## src/rtl/regfile_dump_pkg.sv

```systemverilog
// Shared constants and types for the register file with post-halt dump port.
//   NUM_REGS   : architectural register count (fixed at 32)
//   REG_ADDR_W : register address width
//   DATA_W     : register width
//   LAST_IDX   : index of the final dump beat
//   rf_state_t : dump sequencer states
package regfile_dump_pkg;

   localparam int NUM_REGS   = 32;
   localparam int REG_ADDR_W = 5;
   localparam int DATA_W     = 32;

   localparam logic [REG_ADDR_W-1:0] LAST_IDX = 5'd31;

   typedef enum logic [1:0] {
      IDLE = 2'd0,
      DUMP = 2'd1,
      DONE = 2'd2
   } rf_state_t;

endpackage

```

## src/rtl/rf_dump_fsm.sv

```systemverilog
// Dump sequencer: freezes the register file on halt and walks the index
// counter across all registers under valid/ready flow control.
// Ports:
//   clk, rst       : clock, async active-high reset
//   halt_i         : halt request (level), only honoured in IDLE
//   dump_ready     : consumer accepts the current beat
//   frozen         : architectural writes blocked (DUMP, DONE)
//   dump_valid     : current beat valid
//   dump_idx       : register index of the current beat
//   dump_done      : all beats accepted, sticky until reset
//
// state | meaning
// ------+--------------------------------------------------------------
// IDLE  | normal operation, writes allowed, waiting for halt
// DUMP  | frozen, presenting beat dump_idx until accepted
// DONE  | frozen, all beats accepted, held until reset
module rf_dump_fsm
   import regfile_dump_pkg::*;
(
   input  logic                  clk,
   input  logic                  rst,
   input  logic                  halt_i,
   input  logic                  dump_ready,
   output logic                  frozen,
   output logic                  dump_valid,
   output logic [REG_ADDR_W-1:0] dump_idx,
   output logic                  dump_done
);

   rf_state_t state;

   // dump_idx doubles as the beat counter; it holds at LAST_IDX on exit
   // so it never wraps back to 0.
   always_ff @(posedge clk or posedge rst) begin
      if (rst) begin
         state      <= IDLE;
         frozen     <= 1'b0;
         dump_valid <= 1'b0;
         dump_idx   <= '0;
         dump_done  <= 1'b0;
      end else begin
         case (state)
            IDLE: begin
               if (halt_i) begin
                  state      <= DUMP;
                  frozen     <= 1'b1;
                  dump_valid <= 1'b1;
                  dump_idx   <= '0;
               end
            end
            DUMP: begin
               if (dump_valid && dump_ready) begin
                  if (dump_idx == LAST_IDX) begin
                     state      <= DONE;
                     dump_valid <= 1'b0;
                     dump_done  <= 1'b1;
                  end else begin
                     dump_idx <= dump_idx + 5'd1;
                  end
               end
            end
            DONE: begin
               frozen     <= 1'b1;
               dump_valid <= 1'b0;
               dump_done  <= 1'b1;
            end
            default: begin
               state      <= IDLE;
               frozen     <= 1'b0;
               dump_valid <= 1'b0;
               dump_idx   <= '0;
               dump_done  <= 1'b0;
            end
         endcase
      end
   end

endmodule

```

## src/rtl/regfile_dump.sv

```systemverilog
// 32-entry register file fed by the pipeline write-back port, with two
// combinational read ports (write-to-read bypass) and a post-halt dump
// stream of all registers.
// Ports:
//   clk, rst                 : clock, async active-high reset
//   we, wAddr, wData         : write-back port
//   raddr1/rdata1            : decode read port 1
//   raddr2/rdata2            : decode read port 2
//   halt_i                   : completed break from write-back
//   dump_valid/dump_ready    : dump beat handshake
//   dump_idx/dump_data       : dump beat payload
//   dump_done                : dump complete, sticky
//   frozen                   : writes ignored while high
module regfile_dump #(
   parameter int NUM_REGS = 32,
   parameter int DATA_W   = 32
) (
   input  logic              clk,
   input  logic              rst,
   input  logic              we,
   input  logic [4:0]        wAddr,
   input  logic [DATA_W-1:0] wData,
   input  logic [4:0]        raddr1,
   output logic [DATA_W-1:0] rdata1,
   input  logic [4:0]        raddr2,
   output logic [DATA_W-1:0] rdata2,
   input  logic              halt_i,
   output logic              dump_valid,
   input  logic              dump_ready,
   output logic [4:0]        dump_idx,
   output logic [DATA_W-1:0] dump_data,
   output logic              dump_done,
   output logic              frozen
);

   import regfile_dump_pkg::*;

   logic [DATA_W-1:0] regs [NUM_REGS];
   logic              wr_live;

   // frozen is registered, so a write presented on the halt edge still
   // commits; writes from the following cycle onward are dropped.
   assign wr_live = we && !frozen;

   rf_dump_fsm u_fsm (
      .clk        (clk),
      .rst        (rst),
      .halt_i     (halt_i),
      .dump_ready (dump_ready),
      .frozen     (frozen),
      .dump_valid (dump_valid),
      .dump_idx   (dump_idx),
      .dump_done  (dump_done)
   );

   always_ff @(posedge clk or posedge rst) begin
      if (rst) begin
         for (int i = 0; i < NUM_REGS; i++) begin
            regs[i] <= '0;
         end
      end else if (wr_live && wAddr != '0) begin
         regs[wAddr] <= wData;
      end
   end

   always_comb begin
      rdata1 = regs[raddr1];
      if (raddr1 == '0) begin
         rdata1 = '0;
      end else if (wr_live && wAddr == raddr1) begin
         rdata1 = wData;
      end
   end

   always_comb begin
      rdata2 = regs[raddr2];
      if (raddr2 == '0) begin
         rdata2 = '0;
      end else if (wr_live && wAddr == raddr2) begin
         rdata2 = wData;
      end
   end

   // Payload is forced to 0 outside DUMP so it comes out of reset clean.
   always_comb begin
      dump_data = '0;
      if (dump_valid && dump_idx != '0) begin
         dump_data = regs[dump_idx];
      end
   end

endmodule

```

## config.mk

```make
export PLATFORM = sky130hd
export DESIGN_NAME = regfile_dump
export DESIGN_NICKNAME = d
export VERILOG_FILES = /design/src/rtl/regfile_dump_pkg.sv /design/src/rtl/rf_dump_fsm.sv /design/src/rtl/regfile_dump.sv
export SDC_FILE = /design/constraint.sdc
export NUM_CORES = 2
export LEC_CHECK = 0
export CAP_MARGIN = 20
export CORE_MARGIN = 2
export CORE_UTILIZATION = 65
export DETAILED_ROUTE_END_ITERATION = 10
export PLACE_DENSITY = 0.83
export SETUP_SLACK_MARGIN = 0.4
export SYNTH_ARGS = -nofsm -noshare
export SYNTH_HDL_FRONTEND = slang
export SYNTH_HIERARCHICAL = 1
export SYNTH_SLANG_ARGS = --single-unit
```

## constraint.sdc

```tcl
create_clock -name clk -period 93.9 [get_ports clk]
set_input_delay 18.78 -clock clk [delete_from_list [all_inputs] [get_ports clk]]
set_output_delay 18.78 -clock clk [all_outputs]
set_load 0.005 [all_outputs]
```

==> flow_summary.toml <==
[timing]
final.min_clock_period_ns = 42.74
final-setup-viol-count = 0
clock-skew-final_ns = 0.0331
setup_tns_ns = 0
clock.fmax_ghz = 0.0234
grt_setup_unrepaired = "false"
hold_viol_final = 0
tightestPinTransition_ns = 1.31
maxSlewViolCount = 0
timing.max_slew.rel_slack = 0.117
final.period_utilization = 0.455

[clock_tree]
clock_sink_count = 1034
cts_post_setup_buffers_inserted = 0
cts_repair_resize_count = 0
clock_tree.buffer_depth = 3
cts-root-buf = "sky130_fd_sc_hd__clkbuf_16"
tritoncts = "yes"
cts_buffers = 109
cts-htree-levels = 3
clkSlewWorstSetupHoldPaths_ns = 0.06
clock_network_latency_to_the_later_pin_of_the_worst_skew_pair_ns = 0.74
post_cts_hold_buffer_count = 0

[critical_path]
path_depth = 10
timing.rr.start = "u_fsm/frozen$_DFFE_PP0P_"
signal_arrival_time_at_the_worst_endpoint_ns = 23.96
cp.buffers_inverters = 5
cp-start-kind = "input port"
regToRegEndpoint = "regs[636]$_DFFE_PP0P_"
critical_path.cell_chain = "buf_8, buf_4, buf_4, buf_4, mux4_2, o22ai_1, nor4_1, nor3_1, nor2_1, clkdlybuf4s50_1"
crit_path_max_fanout = 73
cell_class_contributing_the_biggest_share_of_worst_path_delay = "buffers and inverters"
critical-path-top-cell-by-count = "sky130_fd_sc_hd__buf_4"
crit_path_end = "rdata1[20]"
critical_path_class = "input port to primary output"
startpoint = "raddr1[0]"
r2r_slack_ns = 90.17
timing.critical_path.slowest_stage_cell = "sky130_fd_sc_hd__buf_4"
worstSetupEndpointType = "primary output"
critPathRequiredTime_ns = 75.12
critical-path-max-stage-delay_ns = 0.86
reg2regPathDepth = 5

[power_and_ir_drop]
worst_voltage_drop_across_the_vdd_grid_mv = 0.0169
power.leakage_nw = 29.5
pwr_density_cell_nw_per_um2 = 22.9
design_power_total_mw = 1.60

[logic_synthesis]
synth_warnings = 6
mappedNetlistNets = 4612
predominant_post_synthesis_flop_cell = "sky130_fd_sc_hd__dfrtp_1"
synth_enable_flop_cells = 0
synthMostInstantiatedCell = "sky130_fd_sc_hd__mux2_2"
synth.yosys.seq_area_share = 0.405
yosysTopAreaCellShare = 0.405
synth.cells.most_frequent = "sky130_fd_sc_hd__mux2_2 (1104), sky130_fd_sc_hd__dfrtp_1 (1034), sky130_fd_sc_hd__mux4_2 (624)"
synth_top_area_cell = "sky130_fd_sc_hd__dfrtp_1"
syn-mean-instance-area_um2 = 14.0
register_bit_count_reported_by_yosys = 1034
synth_area_um2 = 63900
syn-instance-count = 4555
number_of_distinct_library_cell_variants_in_the_gate_level_netlist_after_synthesis = 65
synthArstFlopShare = 1.00
netlist_top_cells_area = "sky130_fd_sc_hd__dfrtp_1 (40%), sky130_fd_sc_hd__mux4_2 (22%), sky130_fd_sc_hd__mux2_2 (19%)"

[final_layout]
layout-drive-gt1-share = 0.473
summed_area_of_non_filler_cells_in_the_final_layout_um2 = 70100
finalNetCount = 4492
seq_area_um2 = 25900
n_fill_cell = 6093
multi_input_comb_area_um2 = 35800
flow.area_growth_from_synthesis_pct = 9.61

[die]
dieWidth_um = 318
floorplan.initialDensity = 0.653
placeableCoreArea_um2 = 98000
die_y_um = 318
ios = 156
std_cell_rows = 115
dieArea_um2 = 101000

[drt]
vias = 49000
drt_first_pass_iters = 7
first_iteration_detailed_routing_drc_count = 8842
drc_violations_left = 0
wire_per_inst_um = 40.0
route.antenna.remaining_nets = 0
routed_wirelength_um = 233000
drt-vias-per-instance = 8.40

[placed_design]
gp_congestion = 0.942
place_area_um2 = 66000
hpwl_um = 132000
numPortBuffers = 155

[flow_run]
max_cap_viol_count = 0

[grt]
grt_first_pass_wirelength_um = 338000
first_global_vias = 48500
antenna_found_initial = 19
largest_net_degree_at_the_start_of_global_routing = 165
globalRouteOverflowTotal = 0
overall_fraction_of_global_route_tracks_in_use = 0.462

[min_path]
worstHoldPathType = "flop to flop"
hold_start = "regs[1007]$_DFFE_PP0P_"

[run_status]
outcome = "completed"
-- area by class of cell --
cell class | count | share of cell area
Multi-Input combinational cell | 2970 | 0.510
Sequential cell | 1034 | 0.369
Clock buffer | 141 | 0.0433
Timing Repair Buffer | 302 | 0.0428
Tap cell | 1287 | 0.0230
Clock inverter | 60 | 0.00955
Inverter | 18 | 0.00107
Antenna cell | 14 | 0.000500
-- kinds of logic after synthesis --
group,synth area share
compound gates,0.0619
xor+xnor,0.00164
fa+ha+maj,0.000978
buf+inv,0.0398
flops,0.405
mux,0.462
simple gates,0.0292
-- power by group --
group / internal [mW] / switching, mW
Clock: 0.261 / 0.194
Combinational: 0.275 / 0.186
Sequential: 0.562 / 0.127
Total: 1.10 / 0.506
-- sequential cells by signal, indices dropped and copies added (netlist names) --
name              flops
u_fsm/dump_done       1
u_fsm/frozen          1
u_fsm/dump_valid      1
u_fsm/dump_idx        5
u_fsm/state           2
regs               1024
-- routing by layer --
| layer | vias up | part of all wire | global-route usage |
|---|---|---|---|
| met5 | - | 0.0017 | 0.00662 |
| met4 | 26 | 0.085 | 0.324 |
| met3 | 1380 | 0.17 | 0.224 |
| met2 | 4922 | 0.41 | 0.624 |
| met1 | 24800 | 0.33 | 0.583 |
| li1 | 17800 | - | - |
-- placed cells by master, fill, tap and decap left out, types with 8 or more instances in the layout --
cell type | Yosys | routed
sky130_fd_sc_hd__nor3_1 | 59 | 57
sky130_fd_sc_hd__o21ai_0 | 58 | 58
sky130_fd_sc_hd__nand2_1 | 62 | 45
sky130_fd_sc_hd__nor2_1 | 98 | 82
sky130_fd_sc_hd__nor4_1 | 27 | 27
sky130_fd_sc_hd__o22ai_1 | 105 | 105
sky130_fd_sc_hd__mux2_2 | 1104 | 1104
sky130_fd_sc_hd__nand2b_1 | 9 | 8
sky130_fd_sc_hd__nor2b_1 | 37 | 32
sky130_fd_sc_hd__a221oi_1 | 67 | 67
sky130_fd_sc_hd__buf_16 | 0 | 10
sky130_fd_sc_hd__dfrtp_1 | 1034 | 1029
sky130_fd_sc_hd__nor2_4 | 0 | 15
sky130_fd_sc_hd__o221ai_1 | 29 | 29
sky130_fd_sc_hd__a2111oi_0 | 26 | 26
sky130_fd_sc_hd__a31oi_1 | 13 | 13
sky130_fd_sc_hd__clkinv_2 | 0 | 26
sky130_fd_sc_hd__clkbuf_16 | 0 | 115
sky130_fd_sc_hd__a221o_1 | 20 | 20
sky130_fd_sc_hd__clkbuf_8 | 0 | 14
sky130_fd_sc_hd__nand3_1 | 15 | 14
sky130_fd_sc_hd__nand4_1 | 8 | 8
sky130_fd_sc_hd__xnor2_1 | 10 | 10
sky130_fd_sc_hd__bufinv_16 | 0 | 12
sky130_fd_sc_hd__clkbuf_1 | 231 | 17
sky130_fd_sc_hd__diode_2 | 0 | 14
sky130_fd_sc_hd__a21oi_1 | 73 | 73
sky130_fd_sc_hd__o211ai_1 | 9 | 9
sky130_fd_sc_hd__mux4_2 | 624 | 624
sky130_fd_sc_hd__nand2_2 | 0 | 17
sky130_fd_sc_hd__mux2i_1 | 303 | 303
sky130_fd_sc_hd__clkdlybuf4s50_1 | 0 | 145
sky130_fd_sc_hd__buf_4 | 63 | 125
sky130_fd_sc_hd__a22oi_1 | 97 | 97
sky130_fd_sc_hd__a211oi_1 | 20 | 20
sky130_fd_sc_hd__inv_1 | 16 | 15
sky130_fd_sc_hd__clkinvlp_4 | 0 | 17
-- metrics by stage --
step / utilization / hold WS [ns] / setup WS [ns] / instances
finish: 0.715 / 0.426 / 51.16 / 5826
global route: 0.715 / 0.433 / 50.92 / 5816
CTS: 0.711 / 0.425 / 51.21 / 5795
detailed placement: 0.673 / 0.409 / 51.23 / 5594
global placement: 0.673 / 0.398 / 51.28 / 5594
floorplan: - / 0.458 / 46.30 / 4555
-- worst min path at each step --
stage / depth (start not counted) / to
after global routing: 0 / regs[1015]$_DFFE_PP0P_
final: 0 / regs[1007]$_DFFE_PP0P_
after floorplan: 1 / regs[1000]$_DFFE_PP0P_
after CTS: 0 / regs[1001]$_DFFE_PP0P_
after detailed placement: 0 / regs[1001]$_DFFE_PP0P_
after global placement: 0 / regs[992]$_DFFE_PP0P_
Note: power is estimated with default switching activity, not from simulation.
